<file path="src/rtl/div_pkg.sv">
// Shared defaults for the pipelined restoring divider.
package div_pkg;

  localparam int unsigned DIV_N = 8;
  localparam int unsigned DIV_M = 4;

endpackage

</file>
<file path="src/rtl/div_pipeline_stage.sv">
// One registered step of the restoring divider: resolves quotient bit N-1-K and
// forwards the operands, partial quotient, running remainder and zero flag.
module div_pipeline_stage
  import div_pkg::*;
#(
  parameter int unsigned N = DIV_N,
  parameter int unsigned M = DIV_M,
  parameter int unsigned K = 0
) (
  input  logic         clk,
  input  logic         rstn,
  input  logic         valid_in,
  input  logic [M-1:0] divisor_in,
  input  logic [N-1:0] dividend_in,
  input  logic [N-1:0] quot_in,
  input  logic [M-1:0] rem_in,
  input  logic         zero_in,
  output logic         valid_out,
  output logic [M-1:0] divisor_out,
  output logic [N-1:0] dividend_out,
  output logic [N-1:0] quot_out,
  output logic [M-1:0] rem_out,
  output logic         zero_out
);

  localparam int unsigned Bit = N - 1 - K;

  logic [M:0]   partial;
  logic [M:0]   diff;
  logic         ge;
  logic         zero_d;
  logic [N-1:0] quot_d;
  logic [M-1:0] rem_d;

  // rem_in < divisor keeps partial < 2*divisor, so diff[M] is a clean borrow.
  always_comb begin
    partial = {rem_in, dividend_in[Bit]};
    diff    = partial - {1'b0, divisor_in};
    ge      = ~diff[M];
    zero_d  = zero_in | (divisor_in == '0);
    quot_d  = quot_in;
    rem_d   = '0;
    if (zero_d) begin
      quot_d[Bit] = 1'b1;
    end else if (ge) begin
      quot_d[Bit] = 1'b1;
      rem_d       = diff[M-1:0];
    end else begin
      quot_d[Bit] = 1'b0;
      rem_d       = partial[M-1:0];
    end
  end

  always_ff @(posedge clk or negedge rstn) begin
    if (!rstn) begin
      valid_out    <= 1'b0;
      divisor_out  <= '0;
      dividend_out <= '0;
      quot_out     <= '0;
      rem_out      <= '0;
      zero_out     <= 1'b0;
    end else if (valid_in) begin
      valid_out    <= 1'b1;
      divisor_out  <= divisor_in;
      dividend_out <= dividend_in;
      quot_out     <= quot_d;
      rem_out      <= rem_d;
      zero_out     <= zero_d;
    end else begin
      // Bubbles carry all-zero data so idle outputs read as zero.
      valid_out    <= 1'b0;
      divisor_out  <= '0;
      dividend_out <= '0;
      quot_out     <= '0;
      rem_out      <= '0;
      zero_out     <= 1'b0;
    end
  end

endmodule

</file>
<file path="src/rtl/div_pipeline.sv">
// Fully pipelined unsigned restoring divider: N stages, one result per cycle,
// latency N. Divide by zero yields all-ones quotient, zero remainder, div_zero.
module div_pipeline
  import div_pkg::*;
#(
  parameter int unsigned N = DIV_N,
  parameter int unsigned M = DIV_M
) (
  input  logic         clk,
  input  logic         rstn,
  input  logic         data_rdy,
  input  logic [N-1:0] dividend,
  input  logic [M-1:0] divisor,
  output logic [N-1:0] quotient,
  output logic [M-1:0] remainder,
  output logic         div_zero,
  output logic         res_rdy
);

  logic         valid_c    [N+1];
  logic [M-1:0] divisor_c  [N+1];
  logic [N-1:0] dividend_c [N+1];
  logic [N-1:0] quot_c     [N+1];
  logic [M-1:0] rem_c      [N+1];
  logic         zero_c     [N+1];

  assign valid_c[0]    = data_rdy;
  assign divisor_c[0]  = divisor;
  assign dividend_c[0] = dividend;
  assign quot_c[0]     = '0;
  assign rem_c[0]      = '0;
  assign zero_c[0]     = 1'b0;

  for (genvar k = 0; k < N; k++) begin : g_stage
    div_pipeline_stage #(
      .N (N),
      .M (M),
      .K (k)
    ) u_stage (
      .clk          (clk),
      .rstn         (rstn),
      .valid_in     (valid_c[k]),
      .divisor_in   (divisor_c[k]),
      .dividend_in  (dividend_c[k]),
      .quot_in      (quot_c[k]),
      .rem_in       (rem_c[k]),
      .zero_in      (zero_c[k]),
      .valid_out    (valid_c[k+1]),
      .divisor_out  (divisor_c[k+1]),
      .dividend_out (dividend_c[k+1]),
      .quot_out     (quot_c[k+1]),
      .rem_out      (rem_c[k+1]),
      .zero_out     (zero_c[k+1])
    );
  end

  assign quotient  = quot_c[N];
  assign remainder = rem_c[N];
  assign div_zero  = zero_c[N];
  assign res_rdy   = valid_c[N];

  // Operands leaving the last stage have no consumer.
  logic unused_tail;
  assign unused_tail = ^{divisor_c[N], dividend_c[N]};

endmodule

</file>
<file path="config.mk">
export PLATFORM = sky130hd
export DESIGN_NAME = div_pipeline
export DESIGN_NICKNAME = d
export VERILOG_FILES = /design/src/rtl/div_pkg.sv /design/src/rtl/div_pipeline_stage.sv /design/src/rtl/div_pipeline.sv
export SDC_FILE = /design/constraint.sdc
export NUM_CORES = 1
export LEC_CHECK = 0
export ABC_AREA = 0
export CAP_MARGIN = 20
export CORE_MARGIN = 2
export CORE_UTILIZATION = 60
export CTS_CLUSTER_DIAMETER = 30
export CTS_CLUSTER_SIZE = 24
export DETAILED_ROUTE_END_ITERATION = 7
export PLACE_DENSITY = 0.79
export SYNTH_ARGS = -nofsm -noshare
export SYNTH_HDL_FRONTEND = slang
export SYNTH_SLANG_ARGS = --single-unit
</file>
<file path="constraint.sdc">
create_clock -name clk -period 2.2 [get_ports clk]
set_input_delay 0.44 -clock clk [delete_from_list [all_inputs] [get_ports clk]]
set_output_delay 0.44 -clock clk [all_outputs]
set_load 0.01 [all_outputs]
</file>
==> results_tabular.tex <==
\begin{tabular}{lr}
\hline
Metric & Value \\
\hline
\multicolumn{2}{l}{\textbf{Yosys}} \\
Avg Inst Size Synth & 11.2 um2 \\
Area share of the leading cell type in the synthesized netlist & 57.0\% \\
Yosys warning count & 0 \\
Number of enable-type register cells in the synthesized netlist & 0 \\
Yosys cell types & 29 \\
Dominant register cell in the synthesized netlist & sky130\_fd\_sc\_hd\_\_dfrtp\_1 \\
Synth Cell Area & 6150 um2 \\
Post-synth ARST share & 100\% \\
Biggest area consumer among synthesized cells & sky130\_fd\_sc\_hd\_\_dfrtp\_1 \\
Top area cells in the synthesized netlist & sky130\_fd\_sc\_hd\_\_dfrtp\_1, sky130\_fd\_sc\_hd\_\_and2\_1, sky130\_fd\_sc\_hd\_\_ha\_1 \\
Sequential cell area fraction in the yosys report & 57.0\% \\
Synthesized netlist cell count & 548 \\
Mapped Nets & 600 \\
Seq cells post-synth & 140 \\
\multicolumn{2}{l}{\textbf{Route}} \\
Via-per-instance ratio & 5.55 \\
Number of violations reported at the end of detailed-routing iteration 0 & 212 \\
Total via count in the routed design & 4,127 \\
Average detailed-routed wire length per instance & 15.5 um \\
Wire length after detailed routing & 11.6 mm \\
DRC violations left & 0 \\
First-pass detailed-route iteration total & 4 \\
Detail Route Antenna Nets & 0 \\
\multicolumn{2}{l}{\textbf{Layout}} \\
Footprint of the flip-flops and latches & 3500 um2 \\
Post-synthesis to final-layout area growth & 17.5\% \\
Area taken by multi-input logic gates & 2450 um2 \\
Count of fill cells added during filler insertion & 624 \\
Final \#Nets & 650 \\
Share of the core filled with cells & 73.2\% \\
Diodes inserted & 0 \\
Most frequent cells in the layout & sky130\_fd\_sc\_hd\_\_dfrtp\_1, sky130\_fd\_sc\_hd\_\_and2\_1, sky130\_fd\_sc\_hd\_\_inv\_1, sky130\_fd\_sc\_hd\_\_a21oi\_1, sky130\_fd\_sc\_hd\_\_ha\_1 \\
Most common library cell in the layout ignoring fill and taps & sky130\_fd\_sc\_hd\_\_dfrtp\_1 \\
Fraction of final layout cells sized beyond drive strength 1 & 7.86\% \\
\multicolumn{2}{l}{\textbf{Timing}} \\
Final count of pins violating max slew & 0 \\
Setup-failing EPs final & 0 \\
Final min period & 2.05 ns \\
Maximum clock skew at final layout & 0.0138 ns \\
Sum of negative setup slack & 0 ns \\
Unrepaired setup endpoints after global routing & false \\
Final-report hold violation count & 0 \\
Final worst path period share & 93.0\% \\
Fmax & 489 MHz \\
\multicolumn{2}{l}{\textbf{Die}} \\
Floorplan die area & 11,100 um2 \\
Horizontal extent of the die & 105 um \\
Core outline area & 9860 um2 \\
Row Count & 36 \\
Initial Util & 62.3\% \\
Height of the die & 105 um \\
Number of ports placed on the die boundary & 29 \\
\multicolumn{2}{l}{\textbf{Clock tree}} \\
Clock tree root buffer cell & sky130\_fd\_sc\_hd\_\_clkbuf\_8 \\
Post-cts sizing count & 0 \\
Worst-skew pair later-pin latency & 0.51 ns \\
Number of levels the H-tree was split into & 4 \\
Clock slew seen by the registers of the worst setup and hold paths & 0.07 ns \\
Number of clock buffers inserted by TritonCTS & 17 \\
CTS tree & built \\
Num Clock Sinks & 140 \\
Maximum root-to-sink buffer count & 2 \\
\multicolumn{2}{l}{\textbf{Global route}} \\
Gr ovfl total & 0 \\
Wire length of the first global-routing pass & 20.2 mm \\
Pin count of the biggest net entering global routing & 63 \\
Total global-route track usage & 23.3\% \\
Antenna violations before repair & 0 \\
Via count of the first global-routing pass & 4,406 \\
\multicolumn{2}{l}{\textbf{Place}} \\
Count of buffers inserted at the top-level ports & 28 \\
RePlAce Congestion & 0.833 \\
Placed wire-length estimate after detailed placement & 8.09 mm \\
\multicolumn{2}{l}{\textbf{Critical path}} \\
Logic depth of the worst register-to-register path & 8 \\
Worst setup path startpoint & g\_stage[2].u\_stage.dividend\_out[4] \\
CP Class & reg -> reg \\
CP Data Required Time & 2.62 ns \\
CP Capture Type & register \\
Startpoint kind of the worst setup timing path & register \\
CP Max Fanout & 4 \\
Reg2Reg Capture Point & g\_stage[3].u\_stage.rem\_out[0] \\
Crit Reg-Reg Startpoint & g\_stage[2].u\_stage.dividend\_out[4] \\
Setup slack of the most critical reg-to-reg path & 0.15 ns \\
Worst endpoint data arrival time & 2.47 ns \\
\multicolumn{2}{l}{\textbf{Job}} \\
Count of maximum capacitance violations & 0 \\
\multicolumn{2}{l}{\textbf{Status}} \\
Run status & completed \\
\multicolumn{2}{l}{\textbf{Power}} \\
Worst supply voltage drop on vdd & 0.450 mV \\
Power per standard cell area & 808 nW/um2 \\
Leakage Power & 3.34 nW \\
\multicolumn{2}{l}{\textbf{Worst hold path}} \\
Class of the most critical hold timing path & in -> async \\
\hline
\end{tabular}
[metal layers]
metal / global-route usage, % / vias up / routed length, um
met5: 0 / - / 0
met4: 6.48 / 0 / 170
met3: 5.01 / 22 / 364
met2: 43.3 / 82 / 6490
met1: 26.9 / 2049 / 4530
li1: - / 1974 / -
[area by class of cell]
type / instances / share of cell area (%)
inverters: 45 / 2.34
repair buffers: 39 / 5.25
multi-input cells: 355 / 33.9
clock buffers: 20 / 6.31
flip-flops and latches: 140 / 48.5
well taps: 133 / 2.30
clock inverters: 12 / 1.44
[stage by stage]
step	setup slack (ns)	cell area, um2	hold WS [ns]	total power (W)	instances
after floorplan	0.406	6150	0.144	0.00306	548
after global placement	0.208	6650	0.395	0.00323	710
after detailed placement	0.178	6650	0.404	0.00326	710
after CTS	0.145	7220	0.442	0.00587	743
after global routing	0.00686	7220	0.459	0.00607	744
final	0.153	7220	0.428	0.00583	744
[cells by family after synthesis]
kind of cell	count (synthesis)	synth area share [%]
XOR/XNOR	7	0.997
adder cells (fa/ha/maj)	37	8.38
other	1	0.0610
flip-flops	140	57.0
buffers and inverters	53	3.24
AO/OA/AOI/OAI	97	10.3
multiplexers	7	1.14
AND/OR/NAND/NOR	206	18.9
[synthesized netlist by cell type, types with 2 or more instances]
library cell               instances
sky130_fd_sc_hd__dfrtp_1         140
sky130_fd_sc_hd__and2_1           84
sky130_fd_sc_hd__inv_1            45
sky130_fd_sc_hd__a21oi_1          32
sky130_fd_sc_hd__ha_1             30
sky130_fd_sc_hd__nand2_1          22
sky130_fd_sc_hd__nand3_1          22
sky130_fd_sc_hd__nor3_1           22
sky130_fd_sc_hd__nor2b_1          15
sky130_fd_sc_hd__o21a_1           14
sky130_fd_sc_hd__and3_1           12
sky130_fd_sc_hd__nor2_1           11
sky130_fd_sc_hd__o21ai_0          11
sky130_fd_sc_hd__clkbuf_1          8
sky130_fd_sc_hd__nor3b_1           8
sky130_fd_sc_hd__a21boi_0          7
sky130_fd_sc_hd__a21o_1            7
sky130_fd_sc_hd__fa_1              7
sky130_fd_sc_hd__mux2i_1           7
sky130_fd_sc_hd__nor4_1            7
sky130_fd_sc_hd__o311ai_0          7
sky130_fd_sc_hd__o31ai_1           7
sky130_fd_sc_hd__xor2_1            7
sky130_fd_sc_hd__a211oi_1          5
sky130_fd_sc_hd__o21ai_2           5
sky130_fd_sc_hd__o21ai_1           2
sky130_fd_sc_hd__or3_1             2
[registers in the layout (all words and copies together) (netlist names)]
name / cells
g_stage.u_stage.dividend_out: 28
g_stage.u_stage.divisor_out: 28
g_stage.u_stage.quot_out: 36
g_stage.u_stage.rem_out: 32
g_stage.u_stage.valid_out: 8
g_stage.u_stage.zero_out: 8
[where the power goes]
part	internal (W)	switching (W)
Combinational	0.000217	0.000290
Clock	0.00150	0.00112
Sequential	0.00266	0.0000496
[worst max-delay path, cell delays in order (launching register included)]
cell and delay [ns]:
sky130_fd_sc_hd__dfrtp_1 0.38, sky130_fd_sc_hd__inv_1 0.09, sky130_fd_sc_hd__ha_1 0.19, sky130_fd_sc_hd__inv_1 0.07
sky130_fd_sc_hd__fa_1 0.42, sky130_fd_sc_hd__and3_1 0.20, sky130_fd_sc_hd__o21ai_2 0.21, sky130_fd_sc_hd__nand2_1 0.14
sky130_fd_sc_hd__a211oi_1 0.26
[timing repair]
| action | in CTS | in global routing |
|---|---|---|
| endpoints found under the hold margin | 45 | 0 |
| hold buffers | 1 | 0 |
| setup buffers | 0 | 1 |
| endpoints found under the setup margin | 0 | 1 |
[worst max path at each step]
stage | to | slack [ns] | depth (start not counted)
2_1_floorplan | g_stage[7].u_stage.rem_out[0] | 0.41 | 8
3_3_place_gp | g_stage[6].u_stage.rem_out[0] | 0.21 | 8
3_5_place_dp | g_stage[6].u_stage.rem_out[0] | 0.18 | 8
4_1_cts | g_stage[6].u_stage.rem_out[0] | 0.14 | 8
5_1_grt | g_stage[6].u_stage.rem_out[0] | 0.007 | 8
6_report | g_stage[3].u_stage.rem_out[0] | 0.15 | 8
No activity file was read; power rests on OpenSTA's default activity.
